## src/rtl/id_hazard_scheduler_if.sv

```systemverilog
// Decode-stage hazard bundle: decoded operand/destination fields in, forwarding
// selects plus stall/bubble/syscall controls out.
interface id_hazard_scheduler_if #(
  parameter int unsigned REG_BITS = 5
);
  logic                id_valid;
  logic [REG_BITS-1:0] id_rs;
  logic [REG_BITS-1:0] id_rt;
  logic                id_uses_rs;
  logic                id_uses_rt;
  logic [REG_BITS-1:0] id_dest;
  logic                id_reg_write;
  logic                id_mem_read;
  logic                id_syscall;

  logic [1:0]          sel_a;
  logic [1:0]          sel_b;
  logic                stall;
  logic                bubble;
  logic                sys_pulse;
  logic [31:0]         stall_cycles;

  // Decode side drives instruction fields and consumes hazard decisions.
  modport master (
    output id_valid, id_rs, id_rt, id_uses_rs, id_uses_rt,
    output id_dest, id_reg_write, id_mem_read, id_syscall,
    input  sel_a, sel_b, stall, bubble, sys_pulse, stall_cycles
  );

  modport slave (
    input  id_valid, id_rs, id_rt, id_uses_rs, id_uses_rt,
    input  id_dest, id_reg_write, id_mem_read, id_syscall,
    output sel_a, sel_b, stall, bubble, sys_pulse, stall_cycles
  );
endinterface

```

## src/rtl/id_hazard_scheduler.sv

```systemverilog
// Decode hazard scheduler: EXE/MEM destination shadows, forwarding selects, load-use
// stalls and the syscall drain/signal/release sequence. HAZ_PERF_COUNT_EN adds a stall counter.
module id_hazard_scheduler #(
  parameter int unsigned SYS_DRAIN_CYCLES = 4,
  parameter int unsigned REG_BITS         = 5
) (
  input  logic                  CLK,
  input  logic                  RESET,
  id_hazard_scheduler_if.slave  hz
);

  localparam logic [3:0] DrainLoad = 4'(SYS_DRAIN_CYCLES - 1);
  localparam bit         SkipDrain = (SYS_DRAIN_CYCLES <= 1);

  typedef enum logic [1:0] {StIdle, StDrain, StSignal, StRelease} state_e;

  state_e              state_q, state_d;
  logic [3:0]          cnt_q, cnt_d;
  logic                sys_pulse_q, sys_pulse_d;

  logic [REG_BITS-1:0] exe_dest_q, exe_dest_d, mem_dest_q, mem_dest_d;
  logic                exe_wr_q, exe_wr_d, mem_wr_q, mem_wr_d;
  logic                exe_ld_q, exe_ld_d, mem_ld_q, mem_ld_d;

  logic                exe_rs, exe_rt, mem_rs, mem_rt;
  logic                load_use, sys_trig, fsm_stall, stall;
  logic [1:0]          sel_a, sel_b;

  function automatic logic src_match(input logic uses, input logic wr,
                                     input logic [REG_BITS-1:0] dest,
                                     input logic [REG_BITS-1:0] src);
    return uses & wr & (dest == src) & (src != '0);
  endfunction

  assign exe_rs = src_match(hz.id_uses_rs, exe_wr_q, exe_dest_q, hz.id_rs);
  assign exe_rt = src_match(hz.id_uses_rt, exe_wr_q, exe_dest_q, hz.id_rt);
  assign mem_rs = src_match(hz.id_uses_rs, mem_wr_q, mem_dest_q, hz.id_rs);
  assign mem_rt = src_match(hz.id_uses_rt, mem_wr_q, mem_dest_q, hz.id_rt);

  // A load in EXE cannot forward yet; fall through to MEM (or regfile).
  always_comb begin
    sel_a = 2'd0;
    if (exe_rs && !exe_ld_q) begin
      sel_a = 2'd1;
    end else if (mem_rs) begin
      sel_a = 2'd2;
    end
  end

  always_comb begin
    sel_b = 2'd0;
    if (exe_rt && !exe_ld_q) begin
      sel_b = 2'd1;
    end else if (mem_rt) begin
      sel_b = 2'd2;
    end
  end

  assign load_use = hz.id_valid & (exe_rs | exe_rt) & exe_ld_q;
  assign sys_trig = hz.id_valid & hz.id_syscall;

  always_comb begin
    state_d   = state_q;
    cnt_d     = cnt_q;
    fsm_stall = 1'b0;
    unique case (state_q)
      StIdle: begin
        if (sys_trig) begin
          fsm_stall = 1'b1;
          cnt_d     = DrainLoad;
          state_d   = SkipDrain ? StSignal : StDrain;
        end
      end
      StDrain: begin
        fsm_stall = 1'b1;
        cnt_d     = cnt_q - 4'd1;
        if (cnt_q <= 4'd1) begin
          state_d = StSignal;
        end
      end
      StSignal: begin
        fsm_stall = 1'b1;
        state_d   = StRelease;
      end
      StRelease: begin
        // Syscall moves into EXE now; a held id_syscall must not retrigger.
        state_d = StIdle;
      end
      default: state_d = StIdle;
    endcase
  end

  // Gated by RESET so outputs read zero while reset is held.
  assign stall       = ~RESET & (fsm_stall | load_use);
  assign sys_pulse_d = (state_q == StSignal);

  always_comb begin
    mem_dest_d = exe_dest_q;
    mem_wr_d   = exe_wr_q;
    mem_ld_d   = exe_ld_q;
    exe_dest_d = '0;
    exe_wr_d   = 1'b0;
    exe_ld_d   = 1'b0;
    if (hz.id_valid && !stall) begin
      exe_dest_d = hz.id_dest;
      exe_wr_d   = hz.id_reg_write;
      exe_ld_d   = hz.id_mem_read;
    end
  end

  always_ff @(posedge CLK or posedge RESET) begin
    if (RESET) begin
      state_q     <= StIdle;
      cnt_q       <= '0;
      sys_pulse_q <= 1'b0;
      exe_dest_q  <= '0;
      exe_wr_q    <= 1'b0;
      exe_ld_q    <= 1'b0;
      mem_dest_q  <= '0;
      mem_wr_q    <= 1'b0;
      mem_ld_q    <= 1'b0;
    end else begin
      state_q     <= state_d;
      cnt_q       <= cnt_d;
      sys_pulse_q <= sys_pulse_d;
      exe_dest_q  <= exe_dest_d;
      exe_wr_q    <= exe_wr_d;
      exe_ld_q    <= exe_ld_d;
      mem_dest_q  <= mem_dest_d;
      mem_wr_q    <= mem_wr_d;
      mem_ld_q    <= mem_ld_d;
    end
  end

`ifdef HAZ_PERF_COUNT_EN
  logic [31:0] stall_cnt_q, stall_cnt_d;

  always_comb begin
    stall_cnt_d = stall_cnt_q;
    if (stall && (stall_cnt_q != 32'hFFFF_FFFF)) begin
      stall_cnt_d = stall_cnt_q + 32'd1;
    end
  end

  always_ff @(posedge CLK or posedge RESET) begin
    if (RESET) begin
      stall_cnt_q <= '0;
    end else begin
      stall_cnt_q <= stall_cnt_d;
    end
  end

  assign hz.stall_cycles = stall_cnt_q;
`else
  assign hz.stall_cycles = 32'd0;
`endif

  assign hz.sel_a     = sel_a;
  assign hz.sel_b     = sel_b;
  assign hz.stall     = stall;
  assign hz.bubble    = stall;
  assign hz.sys_pulse = sys_pulse_q;

endmodule

```

## src/flat_wrapper.sv

```systemverilog
// flat-port wrapper written by rule: the top's interface ports become plain ports
module id_hazard_scheduler_flat 
#(
  parameter int unsigned SYS_DRAIN_CYCLES = 4,
  parameter int unsigned REG_BITS         = 5
)
  (CLK, RESET, hz_id_valid, hz_id_rs, hz_id_rt, hz_id_uses_rs, hz_id_uses_rt, hz_id_dest, hz_id_reg_write, hz_id_mem_read, hz_id_syscall, hz_sel_a, hz_sel_b, hz_stall, hz_bubble, hz_sys_pulse, hz_stall_cycles);
  id_hazard_scheduler_if #(.REG_BITS(REG_BITS)) hz_i ();
  input  logic CLK;
  input  logic RESET;
  input wire logic [$bits(hz_i.id_valid)-1:0] hz_id_valid;
  input wire logic [$bits(hz_i.id_rs)-1:0] hz_id_rs;
  input wire logic [$bits(hz_i.id_rt)-1:0] hz_id_rt;
  input wire logic [$bits(hz_i.id_uses_rs)-1:0] hz_id_uses_rs;
  input wire logic [$bits(hz_i.id_uses_rt)-1:0] hz_id_uses_rt;
  input wire logic [$bits(hz_i.id_dest)-1:0] hz_id_dest;
  input wire logic [$bits(hz_i.id_reg_write)-1:0] hz_id_reg_write;
  input wire logic [$bits(hz_i.id_mem_read)-1:0] hz_id_mem_read;
  input wire logic [$bits(hz_i.id_syscall)-1:0] hz_id_syscall;
  output wire logic [$bits(hz_i.sel_a)-1:0] hz_sel_a;
  output wire logic [$bits(hz_i.sel_b)-1:0] hz_sel_b;
  output wire logic [$bits(hz_i.stall)-1:0] hz_stall;
  output wire logic [$bits(hz_i.bubble)-1:0] hz_bubble;
  output wire logic [$bits(hz_i.sys_pulse)-1:0] hz_sys_pulse;
  output wire logic [$bits(hz_i.stall_cycles)-1:0] hz_stall_cycles;
  assign hz_i.id_valid = hz_id_valid;
  assign hz_i.id_rs = hz_id_rs;
  assign hz_i.id_rt = hz_id_rt;
  assign hz_i.id_uses_rs = hz_id_uses_rs;
  assign hz_i.id_uses_rt = hz_id_uses_rt;
  assign hz_i.id_dest = hz_id_dest;
  assign hz_i.id_reg_write = hz_id_reg_write;
  assign hz_i.id_mem_read = hz_id_mem_read;
  assign hz_i.id_syscall = hz_id_syscall;
  assign hz_sel_a = hz_i.sel_a;
  assign hz_sel_b = hz_i.sel_b;
  assign hz_stall = hz_i.stall;
  assign hz_bubble = hz_i.bubble;
  assign hz_sys_pulse = hz_i.sys_pulse;
  assign hz_stall_cycles = hz_i.stall_cycles;
  id_hazard_scheduler #(.SYS_DRAIN_CYCLES(SYS_DRAIN_CYCLES), .REG_BITS(REG_BITS)) u_core (.CLK(CLK), .RESET(RESET), .hz(hz_i));
endmodule
```

## config.mk

```make
export PLATFORM = sky130hd
export DESIGN_NAME = id_hazard_scheduler_flat
export DESIGN_NICKNAME = d
export VERILOG_FILES = /design/src/rtl/id_hazard_scheduler_if.sv /design/src/rtl/id_hazard_scheduler.sv /design/src/flat_wrapper.sv
export SDC_FILE = /design/constraint.sdc
export NUM_CORES = 1
export LEC_CHECK = 0
export CELL_PAD_IN_SITES_DETAIL_PLACEMENT = 0
export CELL_PAD_IN_SITES_GLOBAL_PLACEMENT = 2
export CORE_MARGIN = 3
export CORE_UTILIZATION = 22
export CTS_BUF_LIST = sky130_fd_sc_hd__clkbuf_8
export CTS_CLUSTER_SIZE = 25
export DETAILED_ROUTE_END_ITERATION = 10
export PLACE_DENSITY_LB_ADDON = 0.1
export SETUP_SLACK_MARGIN = 0.2
export SLEW_MARGIN = 20
export SYNTH_ARGS = -nofsm -noshare
export SYNTH_HDL_FRONTEND = slang
export SYNTH_SLANG_ARGS = --single-unit
```

## constraint.sdc

```tcl
create_clock -name CLK -period 1.9 [get_ports CLK]
set_clock_uncertainty 0.1 [all_clocks]
set_input_delay 0.38 -clock CLK [delete_from_list [all_inputs] [get_ports CLK]]
set_output_delay 0.38 -clock CLK [all_outputs]
set_load 0.01 [all_outputs]
```

==> impl_metrics.yaml, run 1 <==
finish:
  final_cell_mix: "conb_1 (32), buf_4 (31), dfrtp_1 (19)"
  diodes: 0
  syn_to_final_growth_pct: 41.0
  finalInstanceArea_mm2: 0.00200
  stdcell_count: 285
  drive_gt1_share_pct: 34.8
  n_fill_cell: 660
  final_common_cell: "conb_1"
  nets: 241
  final_core_util_pct: 32.8
placed_design:
  pre_cts_slack_ns: -0.967
  routabilityCongestion: 0.823
  placed_area_mm2: 0.00191
  io_buffers: 29
  dp_hpwl_um: 2780
  dp.cells: 277
pwr:
  totalPowerFinal_mw: 1.91
  pwr-share-clk_pct: 17.2
  combPwrFrac_pct: 50.2
  peakVddDrop_mv: 0.397
  power.switching_mw: 0.715
  powerDensity_mw_per_mm2: 954
  pwr-share-seq_pct: 32.6
  switching_share_pct: 37.4
  p_int_mw: 1.19
  p_leak_nw: 0.939
cts:
  insertion_delay_ns: 0.26
  cts_buffers: 3
  cts.sinks: 20
  cts_root_buf: "clkbuf_8"
  clkTransAtPathRegs_ns: 0.07
  cts_tree: "yes"
  clock_path_buffers: 2
  cts.htree.levels: 1
yosys:
  netlist_area_mm2: 0.00142
  synth.distinct_cells: 33
  syn_avg_cell_area_um2: 9.53
  yosys_register_bits: 20
  yosys_warnings: 0
  synth_edf_count: 0
  yosysSeqAreaShare_pct: 35.2
  synth_flop_cell: "dfrtp_1"
  syn_inst: 149
  async_reset_ff_share_pct: 100
flow_run:
  cap_violations: 0
worst_setup_path:
  cp.arrival_ns: 1.73
  rrSetupSlack_ns: 0.09
  required_ns: 1.42
  crit_start: "hz_id_rs[3]"
  crit_path_max_fanout: 3
  ff2ff_path_depth: 8
  r2r-start: "u_core.exe_dest_q[0]"
  r2r-end: "u_core.exe_wr_q"
  start_kind: "primary input"
  path_class: "primary input to output pin"
  end_kind: "output pin"
sta:
  slew_viol_final: 0
  setup_ws_ns: -0.305
  layout_min_cycle_time_ns: 2.21
  hold_viol_final: 0
  fmax_ghz: 0.453
  setup_viol: 13
  fin_crit_sh_pct: 116
  rsz0062_at_grt: "true"
floorplanning:
  rows: 28
  die-height_um: 86.3
  ios: 62
  core_area_mm2: 0.00610
  die_area_mm2: 0.00746
  die_x_um: 86.3
  start_util_pct: 23.3
routing:
  vias: 1105
  drc: 0
  drt_iter0_drc: 11
  wl_um: 3290
  drt-wirelength-per-cell_um: 11.5
  first_pass_iters: 4
  antenna_left: 0
  vias_per_cell: 3.88
hold_path:
  hold_class: "flip-flop to flip-flop"
  whs_endpoint: "u_core.mem_wr_q"
  worstHoldPathCells: 0
  hp-start: "u_core.exe_wr_q"
global_route:
  antenna_found_initial: 0
  overflow: 0
  gr-usage-all-layers_pct: 8.97
  grt_pass1_vias: 1096
  grt_max_degree: 12
  grt_pass1_wl_um: 5250
run_status:
  violations: "setup timing"
  status: "finished with violations"
-- what timing repair did --
action | 4_1_cts | 5_1_grt
setup endpoints to repair | 14 | 14
resized for setup | 61 | 9
pin swaps | 15 | 8
hold buffers | 0 | 0
buffers inserted | 1 | 3
endpoints found under the hold margin | 0 | 0
-- worst max-delay path, stage by stage --
cell and delay [ns]:
buf_2 0.13, or4_4 0.55, o21ai_4 0.23, nor3_2 0.08, nor2_1 0.12, o2bb2ai_2 0.09, buf_2 0.14
-- routing by layer --
| layer | vias up | GRT usage [%] | part of all wire [%] |
|---|---|---|---|
| met4 | 0 | 2.97 | 0.46 |
| met1 | 513 | 10.6 | 41 |
| li1 | 553 | - | - |
| met5 | - | 0 | 0 |
| met3 | 2 | 1.90 | 6.3 |
| met2 | 37 | 16.1 | 52 |
-- stage by stage --
stage	setup TNS, ns	hold WS, ns
2_1_floorplan	-0.130	0.274
3_3_place_gp	-9.74	0.286
3_5_place_dp	-9.74	0.302
4_1_cts	-1.36	0.319
5_1_grt	-3.91	0.341
6_report	-2.90	0.311
-- worst max-delay path by stage --
stage | to | slack (ns) | cells after the start
global route | hz_stall | -0.38 | 6
CTS | hz_stall | -0.34 | 6
finish | hz_stall | -0.31 | 7
global placement | hz_sel_a[0] | -1.02 | 7
detailed placement | hz_sel_a[0] | -0.97 | 7
floorplan | hz_stall | -0.08 | 6
-- registers in the layout, summed over array words and instances, names as in the netlist --
register and flops:
u_core.cnt_q 4, u_core.exe_dest_q 5, u_core.exe_ld_q 1, u_core.exe_wr_q 1, u_core.hz.sys_pulse 1, u_core.mem_dest_q 5, u_core.mem_wr_q 1, u_core.state_q 2
-- power by group through the flow --
| stage | clock network [mW] | registers [mW] | logic (mW) |
|---|---|---|---|
| 4_1_cts | 0.345 | 0.622 | 0.953 |
| 5_1_grt | 0.359 | 0.637 | 1.07 |
| 3_3_place_gp | 0 | 0.625 | 0.953 |
| 6_report | 0.328 | 0.622 | 0.959 |
| 3_5_place_dp | 0 | 0.627 | 0.970 |
| 2_1_floorplan | 0 | 0.624 | 0.610 |
-- Yosys cell counts, types with 2 or more instances --
library cell | n | share of area (%)
a21oi_1 | 2 | 0.70
buf_4 | 33 | 17
dfrtp_1 | 20 | 35
ha_1 | 7 | 6.2
inv_1 | 6 | 1.6
mux2i_1 | 2 | 1.4
nand2_1 | 13 | 3.4
nand3_1 | 4 | 1.4
nand4_1 | 2 | 0.88
nor2_1 | 3 | 0.79
nor2_2 | 7 | 3.1
nor3_1 | 5 | 1.8
nor4_1 | 4 | 1.8
o21ai_1 | 4 | 1.4
xnor2_1 | 12 | 7.4
xor2_1 | 8 | 4.9
-- cell families after synthesis --
family | after synthesis | synth area share [%]
muxes | 3 | 2.20
buffers and inverters | 40 | 19.3
and+or+nand+nor | 43 | 16.0
DFF | 20 | 35.2
other | 1 | 0.264
AOI/OAI and AO/OA | 15 | 8.46
adders and majority gates | 7 | 6.17
xor gates and xnor gates | 20 | 12.3
-- layout make-up --
class / instances / area (µm²) / share of cell area (%)
inverters: 6 / 22.5 / 1.13
repair buffers: 60 / 468 / 23.4
multi-input cells: 120 / 861 / 43.0
clock buffers: 4 / 55.1 / 2.75
well taps: 75 / 93.8 / 4.69
flip-flops and latches: 20 / 502 / 25.1
Note: power is estimated with default switching activity, not from simulation.
==> run 2: changes to the inputs <==
Settings changed: CTS_BUF_LIST sky130_fd_sc_hd__clkbuf_8 to sky130_fd_sc_hd__clkbuf_4.
==> run 2 against run 1 <==
  * The run still ends with setup timing left
  * Via count grew 0.45%
  * Final cell count grew 0.70%
  * Worst hold slack better by 0.0057 ns
  * Critical path depth fell by 1
  * Total power fell by 4.8%
  * Maximum frequency decreased by 0.40%
  * Critical path type is now flip-flop to output pin
  * Critical endpoint unchanged
  * Highest routed layer unchanged
==> impl_metrics.yaml, run 2 (synthesized netlist as in run 1, its figures left out) <==
worst_setup_path:
  critical_path.endpoint: "hz_stall"
  start_kind: "flip-flop"
  ff2ff_path_depth: 8
  end_kind: "output pin"
  r2r-start: "u_core.exe_dest_q[0]"
  path_class: "flip-flop to output pin"
  r2r-end: "u_core.exe_wr_q"
  rrSetupSlack_ns: 0.06
  required_ns: 1.42
  crit_path_max_fanout: 3
  cp.arrival_ns: 1.73
  crit_start: "u_core.exe_dest_q[0]"
finish:
  final_common_cell: "conb_1"
  n_fill_cell: 650
  finalInstanceArea_mm2: 0.00201
  final_cell_mix: "conb_1 (32), buf_4 (31), dfrtp_1 (19)"
  diodes: 0
  drive_gt1_share_pct: 34.9
  nets: 243
  top_regs: "u_core.exe_dest_q: 5 flops, u_core.mem_dest_q: 5 flops, u_core.cnt_q: 4 flops"
  stdcell_count: 287
  syn_to_final_growth_pct: 41.8
placed_design:
  routabilityCongestion: 0.823
  placed_area_mm2: 0.00191
  dp.cells: 277
  io_buffers: 29
  dp_hpwl_um: 2780
cts:
  cts_root_buf: "clkbuf_4"
  insertion_delay_ns: 0.30
  cts_buffers: 3
  cts_tree: "yes"
  clock_path_buffers: 2
  clkTransAtPathRegs_ns: 0.12
  cts.htree.levels: 1
  cts.sinks: 20
routing:
  vias_per_cell: 3.87
  vias: 1110
  drt-wirelength-per-cell_um: 11.7
  first_pass_iters: 2
  drt_iter0_drc: 11
  antenna_left: 0
  drc: 0
  wl_um: 3360
pwr:
  powerDensity_mw_per_mm2: 903
  peakVddDrop_mv: 0.355
  totalPowerFinal_mw: 1.82
  p_int_mw: 1.10
  pwr-share-seq_pct: 34.2
  switching_share_pct: 39.6
  power.switching_mw: 0.719
  pwr-share-clk_pct: 11.5
  p_leak_nw: 0.961
  combPwrFrac_pct: 54.3
global_route:
  grt_pass1_vias: 1123
  overflow: 0
  gr-usage-all-layers_pct: 9.19
  grt_max_degree: 12
  antenna_found_initial: 0
  grt_pass1_wl_um: 5370
sta:
  hold_viol_final: 0
  fin_crit_sh_pct: 117
  setup_viol: 13
  slew_viol_final: 0
  layout_min_cycle_time_ns: 2.21
  rsz0062_at_grt: "true"
  setup_ws_ns: -0.314
  fmax_ghz: 0.452
floorplanning:
  die-height_um: 86.3
  die_x_um: 86.3
  die_area_mm2: 0.00746
  core_area_mm2: 0.00610
  rows: 28
  ios: 62
  start_util_pct: 23.3
hold_path:
  hold_class: "primary input to asynchronous set/reset pin"
flow_run:
  cap_violations: 0
run_status:
  violations: "setup timing"
  status: "finished with violations"
-- run 2: repair_timing --
action	in CTS	in global routing
endpoints found under the setup margin	13	15
endpoints found under the hold margin	0	0
pin swaps	17	10
gates resized for setup	63	11
setup buffers	4	2
hold buffers	0	0
-- run 2: critical path, cell delays in order, from the launching register on --
cell	delay, ns
dfrtp_2	0.46
xnor2_2	0.15
nand4_1	0.17
nor3_2	0.24
nor2_1	0.08
o2bb2ai_2	0.17
buf_2	0.16
-- run 2: how the worst min path moves through the flow --
stage | start | to | cells after the start
finish | RESET | u_core.state_q[0] | 3
global route | RESET | u_core.exe_dest_q[2] | 3
CTS | RESET | u_core.hz.sys_pulse | 3
detailed placement | u_core.exe_wr_q | u_core.mem_wr_q | 0
global placement | u_core.exe_wr_q | u_core.mem_wr_q | 0
floorplan | u_core.exe_wr_q | u_core.mem_wr_q | 0
-- run 2: area by class of cell --
class	instances	area, µm²	share of cell area [%]
Clock buffer	3	22.5	1.12
Clock inverter	1	3.75	0.186
Inverter	6	22.5	1.12
Multi-Input combinational cell	120	872	43.3
Sequential cell	20	502	24.9
Tap cell	75	93.8	4.66
Timing Repair Buffer	62	497	24.7
-- run 2: metal layers --
| metal | track usage (%) | part of all wire, % |
|---|---|---|
| met5 | 0 | 0 |
| met4 | 2.97 | 0.57 |
| met3 | 1.90 | 6.0 |
| met2 | 16.7 | 51 |
| met1 | 10.7 | 42 |
-- run 2: power by group through the flow --
stage / Sequential [mW] / Combinational (mW) / Clock, mW
global route: 0.637 / 1.10 / 0.240
floorplan: 0.624 / 0.610 / 0
global placement: 0.625 / 0.953 / 0
detailed placement: 0.627 / 0.970 / 0
CTS: 0.621 / 0.969 / 0.228
finish: 0.621 / 0.986 / 0.210
-- run 2: stage by stage --
step	hold slack, ns	utilization (%)	worst slack [ns]	TNS [ns]
2_1_floorplan	0.274	-	-0.0782	-0.130
3_3_place_gp	0.286	31.3	-1.02	-9.74
3_5_place_dp	0.302	31.3	-0.967	-9.74
4_1_cts	0.320	32.1	-0.408	-1.76
5_1_grt	0.337	33.0	-0.465	-4.01
6_report	0.317	33.0	-0.314	-2.76
==> run 3: changes to the inputs <==
Settings changed: CORE_ASPECT_RATIO set to 0.6.
==> run 3 against run 2 <==
  * The run still ends with setup timing left
  * Final cell count is 1.4% higher
  * Register-to-register slack better by 0.11 ns
  * Critical path depth stayed put
  * Sequential cell count stayed put
  * Clock power is 65% higher
  * Cell area is 2.7% higher
  * Combinational power is 8% higher
  * Count of clock-buffer cells in the layout stayed put
  * Global-route usage is 0.33 points higher
  * Worst hold slack worse by 0.020 ns
  * Core utilization is 2.0 points higher
  * Routed wire length is 0.60% higher
  * Largest cell class unchanged
  * Largest power group unchanged
==> impl_metrics.yaml, run 3 (synthesized netlist as in run 1, its figures left out) <==
floorplanning:
  ios: 62
  die-height_um: 68.2
  die_area_mm2: 0.00749
  die_x_um: 110
  rows: 21
  start_util_pct: 24.0
  core_area_mm2: 0.00591
finish:
  finalInstanceArea_mm2: 0.00207
  final_common_cell: "conb_1"
  final_core_util_pct: 35.0
  final_cell_mix: "conb_1 (32), buf_4 (28), dfrtp_1 (16)"
  n_fill_cell: 615
  nets: 242
  diodes: 0
  syn_to_final_growth_pct: 45.6
  top_regs: "u_core.exe_dest_q: 5 flops, u_core.mem_dest_q: 5 flops, u_core.cnt_q: 4 flops"
  drive_gt1_share_pct: 40.8
worst_setup_path:
  ff2ff_path_depth: 7
  path_class: "flip-flop to output pin"
  start_kind: "flip-flop"
  critPathBufInv: 1
  path_cells: "xnor2_2 -> nand4_1 -> nor3_2 -> nor2_1 -> o2bb2ai_2 -> buf_2"
  end_kind: "output pin"
  r2r-start: "u_core.exe_dest_q[2]"
  crit_path_max_fanout: 3
  slowest_stage: "dfrtp_2"
  crit_family: "simple AND/OR/NAND/NOR gates"
  cp.arrival_ns: 1.72
  required_ns: 1.42
  cp_num_cells: 6
  crit_start: "u_core.exe_dest_q[2]"
  max_stage_delay_ns: 0.48
sta:
  rsz0062_at_grt: "true"
  layout_min_cycle_time_ns: 2.20
  setup_ws_ns: -0.302
  fin_crit_sh_pct: 116
  slew_viol_final: 0
  holdWs_ns: 0.297
  fmax_ghz: 0.454
  hold_viol_final: 0
  setup_viol: 6
run_status:
  status: "finished with violations"
  violations: "setup timing"
global_route:
  grt_pass1_vias: 1091
  gr-usage-all-layers_pct: 9.52
  antenna_found_initial: 0
  grt_max_degree: 15
  overflow: 0
  grt_pass1_wl_um: 5420
placed_design:
  dp_hpwl_um: 2830
  io_buffers: 29
  placed_area_mm2: 0.00190
  routabilityCongestion: 0.779
  pre_cts_slack_ns: -0.951
routing:
  drt_iter0_drc: 35
  antenna_left: 0
  vias_per_cell: 3.86
  drt-wirelength-per-cell_um: 11.6
  drc: 0
  vias: 1122
  first_pass_iters: 4
  wl_um: 3380
pwr:
  p_leak_nw: 0.976
  powerDensity_mw_per_mm2: 989
  peakVddDrop_mv: 0.299
  totalPowerFinal_mw: 2.05
cts:
  cts.htree.levels: 1
  insertion_delay_ns: 0.30
  cts_buffers: 3
  cts_tree: "yes"
  cts_root_buf: "clkbuf_4"
  clock_path_buffers: 2
  clkTransAtPathRegs_ns: 0.11
  cts.sinks: 20
hold_path:
  hold_class: "primary input to asynchronous set/reset pin"
flow_run:
  cap_violations: 0
[run 3: per-layer routing]
layer	up-vias	global-route usage, %	wire, µm
li1	553	-	-
met1	508	14.4	1760
met2	55	13.3	1290
met3	6	2.07	273
met4	0	2.80	48
met5	-	0	0
[run 3: cell type report]
cell class | instances | area [µm²] | area share, %
clock buffers | 3 | 22.5 | 1.09
clock inverters | 1 | 30.0 | 1.45
inverters | 6 | 22.5 | 1.09
multi-input cells | 120 | 887 | 42.9
flip-flops and latches | 20 | 505 | 24.4
well taps | 80 | 100 | 4.84
repair buffers | 61 | 500 | 24.2
[run 3: per-stage QoR]
step / setup TNS (ns) / instances
after global routing: -2.15 / 291
after detailed placement: -9.07 / 280
after CTS: -1.65 / 288
after global placement: -9.05 / 280
after floorplan: -0.130 / 180
final: -1.44 / 291
[run 3: worst paths after layout]
kind                                   endpoint  slack [ns]
hold / removal                u_core.state_q[1]        0.30
setup / recovery                      hz_bubble       -0.30
min in group CLK                u_core.mem_wr_q        0.32
max in group asynchronous  u_core.exe_dest_q[4]        1.09
setup reg to reg           u_core.exe_dest_q[2]        0.17
hold reg to reg                 u_core.mem_wr_q        0.32
[run 3: what timing repair did]
action,4_1_cts,5_1_grt
endpoints found under the hold margin,0,0
setup endpoints to repair,14,17
resized for setup,72,16
setup buffers,4,3
pin swaps,16,18
hold buffers,0,0
[run 3: report_power, final]
group | total [mW] | internal (mW) | leakage [nW] | switching, mW
sequential | 0.639 | 0.538 | 0.247 | 0.100
clock | 0.347 | 0.213 | 0.0279 | 0.133
combinational | 1.06 | 0.544 | 0.700 | 0.516
total | 2.05 | 1.30 | 0.976 | 0.749
[run 3: worst register-to-register path, delay by kind of cell (launching register included)]
kind	cells	cell delay, ns
xor+xnor	1	0.15
buf+inv	2	0.23
flops	1	0.48
simple gates	3	0.33
compound gates	1	0.38
